==> src/rtl/slice_arbiter_rr_if.sv <==
// Request/grant bundle between the requesters and the round-robin slice arbiter.
// With SLICE_ARB_STATS_EN defined the bundle also carries the grant counter.
interface slice_arbiter_rr_if #(
    parameter int N_REQ = 4,
    parameter int N     = 3
);
    logic [N-1:0]     i_k;
    logic [N_REQ-1:0] i_req;
    logic [N_REQ-1:0] o_grant;
    logic             o_slice_end;
    logic             o_busy;
`ifdef SLICE_ARB_STATS_EN
    logic [15:0]      o_grant_cnt;
`endif

`ifdef SLICE_ARB_STATS_EN
    modport master (output i_k, i_req, input o_grant, o_slice_end, o_busy, o_grant_cnt);
    modport slave  (input i_k, i_req, output o_grant, o_slice_end, o_busy, o_grant_cnt);
`else
    modport master (output i_k, i_req, input o_grant, o_slice_end, o_busy);
    modport slave  (input i_k, i_req, output o_grant, o_slice_end, o_busy);
`endif
endinterface

==> src/rtl/slice_arbiter_rr.sv <==
// Round-robin time-slice arbiter: each grant lasts k cycles, handover has no idle bubble.
// Optional grant statistics counter is enabled by defining SLICE_ARB_STATS_EN.
module slice_arbiter_rr #(
    parameter int N_REQ = 4,
    parameter int N     = 3
) (
    input  logic               i_clk,
    input  logic               i_reset_n,
    slice_arbiter_rr_if.slave  bus
);
    localparam int IDX_W = (N_REQ > 1) ? $clog2(N_REQ) : 1;

    typedef enum logic {IDLE, GRANT} state_t;

    state_t           state_reg;
    logic [N_REQ-1:0] grant_reg;
    logic [IDX_W-1:0] idx_reg;
    logic [IDX_W-1:0] ptr_reg;
    logic [N-1:0]     count_reg;
    logic [N-1:0]     k_lat_reg;

    logic [IDX_W-1:0] arb_base;
    logic [IDX_W-1:0] win_off;
    logic [IDX_W-1:0] win_idx;
    logic [N_REQ-1:0] rot_req;
    logic [N_REQ-1:0] win_onehot;
    logic             any_req;
    logic             slice_end;
    logic             released;
    logic             slice_over;
    logic             grant_issue;
    logic [N-1:0]     k_eff;

    function automatic logic [IDX_W-1:0] mod_idx(input int v);
        return IDX_W'(v % N_REQ);
    endfunction

    // While granting, the search base is the pointer value the slice end will install.
    assign arb_base = (state_reg == GRANT) ? mod_idx(int'(idx_reg) + 1) : ptr_reg;

    genvar gi;
    generate
        for (gi = 0; gi < N_REQ; gi++) begin : g_rot
            assign rot_req[gi]    = bus.i_req[mod_idx(int'(arb_base) + gi)];
            assign win_onehot[gi] = (win_idx == IDX_W'(gi));
        end
    endgenerate

    // Lowest set bit of the rotated vector is the first requester at or after the base.
    always_comb begin
        win_off = '0;
        for (int i = N_REQ - 1; i >= 0; i--) begin
            if (rot_req[i]) win_off = IDX_W'(i);
        end
    end

    assign win_idx     = mod_idx(int'(arb_base) + int'(win_off));
    assign any_req     = |bus.i_req;
    assign k_eff       = (bus.i_k == '0) ? N'(1) : bus.i_k;
    assign slice_end   = (state_reg == GRANT) && (count_reg == k_lat_reg - N'(1));
    assign released    = (state_reg == GRANT) && !bus.i_req[idx_reg];
    assign slice_over  = slice_end || released;
    assign grant_issue = any_req && ((state_reg == IDLE) || slice_over);

    always_ff @(posedge i_clk) begin
        if (!i_reset_n) begin
            state_reg <= IDLE;
            grant_reg <= '0;
            idx_reg   <= '0;
            ptr_reg   <= '0;
            count_reg <= '0;
            k_lat_reg <= N'(1);
        end else begin
            if ((state_reg == GRANT) && !slice_over) begin
                count_reg <= count_reg + N'(1);
            end else if (grant_issue) begin
                state_reg <= GRANT;
                grant_reg <= win_onehot;
                idx_reg   <= win_idx;
                count_reg <= '0;
                k_lat_reg <= k_eff;
            end else if (state_reg == GRANT) begin
                state_reg <= IDLE;
                grant_reg <= '0;
                count_reg <= '0;
            end
            if (slice_over) ptr_reg <= arb_base;
        end
    end

`ifdef SLICE_ARB_STATS_EN
    logic [15:0] grant_cnt_reg;

    always_ff @(posedge i_clk) begin
        if (!i_reset_n) begin
            grant_cnt_reg <= '0;
        end else if (grant_issue && (grant_cnt_reg != 16'hFFFF)) begin
            grant_cnt_reg <= grant_cnt_reg + 16'd1;
        end
    end

    assign bus.o_grant_cnt = grant_cnt_reg;
`endif

    assign bus.o_grant     = grant_reg;
    assign bus.o_slice_end = slice_end;
    assign bus.o_busy      = |grant_reg;
endmodule

==> src/flat_wrapper.sv <==
// flat-port wrapper written by rule: the top's interface ports become plain ports
module slice_arbiter_rr_flat 
#(
    parameter int N_REQ = 4,
    parameter int N     = 3
)
  (i_clk, i_reset_n, bus_i_k, bus_i_req, bus_o_grant, bus_o_slice_end, bus_o_busy);
  slice_arbiter_rr_if #(.N_REQ(N_REQ), .N(N)) bus_i ();
  input  logic i_clk;
  input  logic i_reset_n;
  input wire logic [$bits(bus_i.i_k)-1:0] bus_i_k;
  input wire logic [$bits(bus_i.i_req)-1:0] bus_i_req;
  output wire logic [$bits(bus_i.o_grant)-1:0] bus_o_grant;
  output wire logic [$bits(bus_i.o_slice_end)-1:0] bus_o_slice_end;
  output wire logic [$bits(bus_i.o_busy)-1:0] bus_o_busy;
  assign bus_i.i_k = bus_i_k;
  assign bus_i.i_req = bus_i_req;
  assign bus_o_grant = bus_i.o_grant;
  assign bus_o_slice_end = bus_i.o_slice_end;
  assign bus_o_busy = bus_i.o_busy;
  slice_arbiter_rr #(.N_REQ(N_REQ), .N(N)) u_core (.i_clk(i_clk), .i_reset_n(i_reset_n), .bus(bus_i));
endmodule
==> config.mk <==
export PLATFORM = sky130hd
export DESIGN_NAME = slice_arbiter_rr_flat
export DESIGN_NICKNAME = d
export VERILOG_FILES = /design/src/rtl/slice_arbiter_rr_if.sv /design/src/rtl/slice_arbiter_rr.sv /design/src/flat_wrapper.sv
export SDC_FILE = /design/constraint.sdc
export NUM_CORES = 1
export LEC_CHECK = 0
export BUFFER_PORTS_ARGS = -buffer_cell sky130_fd_sc_hd__buf_2
export CORE_MARGIN = 2
export CORE_UTILIZATION = 45
export CTS_CLUSTER_SIZE = 24
export DETAILED_ROUTE_END_ITERATION = 8
export GPL_ROUTABILITY_DRIVEN = 0
export HOLD_SLACK_MARGIN = 0.12
export PLACE_DENSITY = 0.65
export SETUP_SLACK_MARGIN = 0.15
export SLEW_MARGIN = 20
export SYNTH_ARGS = -nofsm -noshare
export SYNTH_HDL_FRONTEND = slang
export SYNTH_SLANG_ARGS = --single-unit
==> constraint.sdc <==
create_clock -name i_clk -period 2.4 [get_ports i_clk]
set_input_delay 0.48 -clock i_clk [delete_from_list [all_inputs] [get_ports i_clk]]
set_output_delay 0.48 -clock i_clk [all_outputs]
set_load 0.01 [all_outputs]
== Word level (Yosys, flattened, before mapping) ==
Index checks and enable logic that the tools add are counted.

* Register bits after elaboration: 15

* Add/subtract/negate cells: 7
* $lt $le $gt $ge: 5
* Equality and inequality tests: 4
* Mux-type cells: 22
* Bitwise operators: 2
* Reductions and logical operators: 16

{| class="wikitable"
|+ Operators with widths
! cell !! count
|-
| $lt 2x3->1 const B || 5
|-
| $mux 3 || 4
|-
| $bmux 1 s2 || 5
|-
| $mux 2 || 5
|-
| $mux 4 || 2
|-
| $reduce_or 4->1 || 2
|-
| $mux 1 || 6
|-
| $add 2x1->2 const B || 2
|-
| $add 2x2->2 const B || 2
|-
| $eq 2x2->1 const B || 2
|-
| $logic_and 1x1->1 || 4
|-
| $reduce_and 2->1 || 2
|-
| $add 3x1->3 const B || 1
|-
| $eq 3x3->1 || 1
|-
| $logic_not 3->1 || 1
|-
| $reduce_bool 3->1 || 1
|-
| $sub 3x1->3 const B || 1
|-
| $add 2x2->2 || 1
|-
| $eq 2x1->1 const B || 1
|-
| $logic_not 1->1 || 2
|-
| $logic_not 2->1 || 1
|-
| $logic_or 1x1->1 || 2
|-
| $not 1->1 || 2
|-
| $reduce_bool 2->1 || 1
|}

== Depth between registers and ports, before layout ==
* Depth after elaboration: 12
* Mapped depth: 11
* Depth with buffers taken out: 10

== Worst setup path after synthesis ==
Ideal clock, no wire load.

* Path kind: input port to flip-flop
* Start point: in bus_i_req[1]
* End point: reg u_core.grant_reg[3], in the netlist u_core.bus.o_grant[3]
* Setup time: 134 ps
* Arrival: 2,090 ps
* Required time: 2,266 ps
* Setup slack: 175 ps
* Stages on the path: 10
* Path buffers: 1
* Path through: clkbuf_1 -> inv_1 -> nand2_1 -> a21boi_0 -> o221ai_1 -> o21a_1 -> ha_1 -> xnor2_1 -> xnor2_1 -> o21ai_0

* Word-level cells in the longest chain between the ends: 9
* Elaborated cells on any way between the ends: 28
* Classes of those cells: 1 x add/sub; 1 x eq/ne; 15 x mux; 1 x bitwise; 10 x reduce/logical

{| class="wikitable"
|+ RTL lines
! item !! RTL line !! source
|-
| start, declared || flat_wrapper.sv:12 || <nowiki>input wire logic [$bits(bus_i.i_req)-1:0] bus_i_req;</nowiki>
|-
| $bmux 1 s2, on equally long branches || slice_arbiter_rr.sv:44, slice_arbiter_rr.sv:61 ||
|-
| $mux 1, on equally long branches || slice_arbiter_rr.sv:44, slice_arbiter_rr.sv:61 ||
|-
| $mux 2 or $logic_not 1->1 (tied branches) || slice_arbiter_rr.sv:53, slice_arbiter_rr.sv:61 ||
|-
| $mux 2 or $logic_and 1x1->1 (tied branches) || slice_arbiter_rr.sv:53, slice_arbiter_rr.sv:61 ||
|-
| $mux 2 or $logic_or 1x1->1 (tied branches) || slice_arbiter_rr.sv:53, slice_arbiter_rr.sv:62 ||
|-
| $mux 2 (tied with other cells) || slice_arbiter_rr.sv:53 || <nowiki>if (rot_req[i]) win_off = IDX_W'(i);</nowiki>
|-
| $add 2x2->2 (tied with other cells) || slice_arbiter_rr.sv:57 || <nowiki>assign win_idx = mod_idx(int'(arb_base) + int'(win_off));</nowiki>
|-
| $eq 2x2->1 (tied with other cells) || slice_arbiter_rr.sv:45 || <nowiki>assign win_onehot[gi] = (win_idx == IDX_W'(gi));</nowiki>
|-
| $mux 4 or $reduce_and 2->1 (tied branches) || - ||
|-
| end signal, assigned || slice_arbiter_rr.sv:78 || <nowiki>grant_reg <= win_onehot;</nowiki>
|-
| end, declared || slice_arbiter_rr.sv:16 || <nowiki>logic [N_REQ-1:0] grant_reg;</nowiki>
|}

Several ways; a longest one is shown, not always the timed one. The select of a mux whose other input is x is not followed.
A chain may end at the register's enable or synchronous reset.

== Worst setup path after layout ==
* Start point: reg u_core.ptr_reg[1]
* End point: reg u_core.idx_reg[1]

* Word-level cells in the longest chain between the ends: 9
* Elaborated cells on any way between the ends: 17
* Classes of those cells: 4 x add/sub; 13 x mux

{| class="wikitable"
|+ RTL lines
! item !! RTL line !! source
|-
| start, declared || slice_arbiter_rr.sv:18 || <nowiki>logic [IDX_W-1:0] ptr_reg;</nowiki>
|-
| start signal, assigned || slice_arbiter_rr.sv:87 || <nowiki>if (slice_over) ptr_reg <= arb_base;</nowiki>
|-
| $mux 2 (*) || slice_arbiter_rr.sv:39 || <nowiki>assign arb_base = (state_reg == GRANT) ? mod_idx(int'(idx_reg) + 1) : ptr_reg;</nowiki>
|-
| $add 2x2->2 || slice_arbiter_rr.sv:44 || <nowiki>assign rot_req[gi] = bus.i_req[mod_idx(int'(arb_base) + gi)];</nowiki>
|-
| $bmux 1 s2 || slice_arbiter_rr.sv:44 ||
|-
| $mux 1 (implied by the code) || slice_arbiter_rr.sv:44 ||
|-
| $mux 2 (4 in series) || slice_arbiter_rr.sv:53 ||
|-
| $add 2x2->2 (*) || slice_arbiter_rr.sv:57 ||
|-
| end signal, assigned || slice_arbiter_rr.sv:79 || <nowiki>idx_reg <= win_idx;</nowiki>
|-
| end, declared || slice_arbiter_rr.sv:17 || <nowiki>logic [IDX_W-1:0] idx_reg;</nowiki>
|}

Every way passes the cells marked *; elsewhere a longest branch is shown, timed or not. The select of a mux whose other input is x is not followed.

==> metrics <==
nets between 150 and 200; Worst R2R Setup Slack about 0.25 ns; Net Sw Frac about two fifths; CP most frequent cell xnor2_2; mux cell area share after synthesis 1.97%; Primary FF master, synth dfxtp_1; CP Cell Sequence nor2_2 > a21boi_0 > a21boi_1 > o221ai_1 > o21a_1 > ha_1 > xnor2_2 > xnor2_2 > a21oi_1; Cell Int Power between 0.0006 and 0.0007 W; CTS root buf clkbuf_4; worst setup path startpoint u_core.ptr_reg[1]$_SDFFE_PN0P_; Worst setup SP type flop; Rel. slew slack 63.1%; Seq/Total Area, Yosys 29.6%; CTS clk-pin slew, worst paths 0.09 ns; CTS Hold Bufs 0; element type at the critical path end flop; main area contributors after synthesis dfxtp_1 30%, nor2_1 6.3%, nand2_1 4.1%, ha_1 3.7%, nand3_1 3.5%; Max clock buf depth 2; Slew @ Worst Pin 0.553 ns; CP arrival roughly 2.3 ns; Hold Slack around 0.44 ns; number of global-route vias before repair 933; latest clock arrival within the worst-skew pair ~0.28 ns; Post-Syn Area about 1000 um^2; Power per Cell Area roughly 820 nW/um^2; Hold Fails Final Rpt 0; top cells by count, synth 17 x nor2_1, 15 x dfxtp_1, 11 x nand2_1; initial DRC count 32; core region area 2170 um^2; global-route wire length before repair around 4000 um; clock network fraction of total power around 15%; Reg2Reg Depth 9; WP buf/inv 0; maxcap violations 0; synthesis-to-layout area growth 20.6%; Post-Synthesis Cells between 100 and 150; largest family of logic cells by synthesized area compound AO/OA/AOI/OAI gates; WP data required 2.55 ns; Setup TNS 0 ns; area share of xor/xnor cells in the synthesized design about 6.5%; Fmax 465 MHz; gr busiest metal met2; Seq cells post-synth 15; Routed Antenna Nets 0; unique cell type count in the Yosys netlist 43; max reg flops 4; Final Cycle Share between 80% and 90%; layout cells sized above 1 a little over a quarter; die footprint roughly 2700 um^2; IO buf count 14; Antenna Cells 0; most common cell in the netlist nor2_1; detailed-route vias per instance 5.83; # setup viols final 0; adder-cell share of the synthesized area under 10%; drt total wl between 2000 and 2500 um; CTS tree done; Crit-path slowest cell dfxtp_1; htree depth 1; Sink Count 15; worst reg2reg path startpoint u_core.ptr_reg[1]$_SDFFE_PN0P_; syn avg cell area 7.93 um^2; Vias roughly 1000; initial antenna violation count 0; TritonCTS Buffers 3; # DRC 0; Flop pwr share between 30% and 40%; cell family with most CP delay compound AO/OA/AOI/OAI gates; final worst path period need 2.15 ns; RSZ-0062 raised after global routing false; met3 usage around 3.5%; Tot GR Track Use approximately a fifth; Die Height a little over 50 um; Ports 15; crit path max fanout 6; status finished clean; RR Endpoint u_core.idx_reg[1]$_SDFFE_PN0P_; first drt pass iteration count 4; largest net degree at the start of global routing 15; Yosys top cell by area dfxtp_1; initial core utilization between 40% and 50%; # rows 17; number of synthesized flops with an enable pin 0; Final Skew between 0.002 and 0.0025 ns; DR WL/cell between 10 and 15 um; Gate power share approximately half; grt met2 use between 30% and 40%; Psw roughly 0.00040 W; Max IR drop VDD around 0.47 mV; YS warnings 0; worst min path class primary input to flop; routing usage on met1 between 20% and 30%; Simple-Gate Fraction of Synth Area between 20% and 30%; DPL Wire Length 1810 um; Stages on worst setup path 9; Final Slew Violations 0; DIE WIDTH a little over 50 um; Largest stage delay, worst path ~0.43 ns; grt ovf 0; top cell type's share of synthesized area ~30%; syn_nets 140; post-synthesis compound-gate area fraction between 20% and 30%; crit path kind flop to flop; Leak 0.559 nW; Post-synth ARST share 0%; Setup crit end u_core.idx_reg[1]$_SDFFE_PN0P_
## layout by cell type, fill, tap and decap left out, types with 4 or more instances in the layout
master   instances
a21oi_1          5
buf_2           14
buf_4            7
dfxtp_1         11
dfxtp_2          4
inv_1            9
nand2_1         11
nand3_1          6
nor2_1          16
o21ai_0          4
## cell families after synthesis
logic type               Yosys count
AO/OA/AOI/OAI                     37
XOR/XNOR                           6
adder cells (fa/ha/maj)            3
buffers and inverters             16
flip-flops                        15
multiplexers                       2
AND/OR/NAND/NOR                   49
## repair_timing
action / in CTS / in global routing
buffers inserted: 0 / 1
pin swaps: 0 / 4
endpoints found under the setup margin: 5 / 6
gates resized for setup: 5 / 8
## routing by layer
layer  vias up  part of all wire [%]
met4         0                   1.4
li1        502                     -
met3         4                   5.9
met1       474                    44
met5         -                     0
met2        34                    48
## worst min path at each step
| stage | start | cells after the start | to |
|---|---|---|---|
| 2_1_floorplan | u_core.k_lat_reg[2]$_SDFFE_PN0P_ | 2 | u_core.k_lat_reg[2]$_SDFFE_PN0P_ |
| 3_3_place_gp | u_core.bus.o_grant[3]$_SDFFE_PN0P_ | 2 | u_core.bus.o_grant[3]$_SDFFE_PN0P_ |
| 3_5_place_dp | u_core.bus.o_grant[3]$_SDFFE_PN0P_ | 2 | u_core.bus.o_grant[3]$_SDFFE_PN0P_ |
| 4_1_cts | bus_i_k[1] | 3 | u_core.k_lat_reg[1]$_SDFFE_PN0P_ |
| 5_1_grt | bus_i_k[1] | 3 | u_core.k_lat_reg[1]$_SDFFE_PN0P_ |
| 6_report | bus_i_k[1] | 3 | u_core.k_lat_reg[1]$_SDFFE_PN0P_ |
## per-stage QoR
step | util (%) | power, W | setup WS [ns] | std cells | area [um^2]
2_1_floorplan | - | 0.000660 | 0.175 | 128 | 1010
3_3_place_gp | 52.2 | 0.000778 | 0.116 | 169 | 1130
3_5_place_dp | 52.2 | 0.000788 | 0.0510 | 169 | 1130
4_1_cts | 54.7 | 0.000966 | 0.226 | 173 | 1190
5_1_grt | 56.4 | 0.00108 | 0.0853 | 174 | 1220
6_report | 56.4 | 0.00100 | 0.249 | 174 | 1220
## power groups by stage
stage / registers [W] / clock network, W / logic, W
after floorplan: 0.000350 / 0 / 0.000310
after global placement: 0.000345 / 0 / 0.000432
after detailed placement: 0.000348 / 0 / 0.000440
after CTS: 0.000347 / 0.000154 / 0.000465
after global routing: 0.000364 / 0.000166 / 0.000553
final: 0.000356 / 0.000146 / 0.000503
## tightest hold or removal path: cells and delay by family
kind            cells  cell delay, ns
compound gates      1            0.05
buf+inv             1            0.09
simple gates        1            0.07
## area by class of cell
class / count / area [um^2]
fill: 223 / 946
multi-input combinational: 97 / 701
sequential: 15 / 305
timing repair buffer: 21 / 123
tap: 28 / 35.0
inverter: 9 / 33.8
clock buffer: 4 / 26.3
Note: power is estimated with default switching activity, not from simulation.
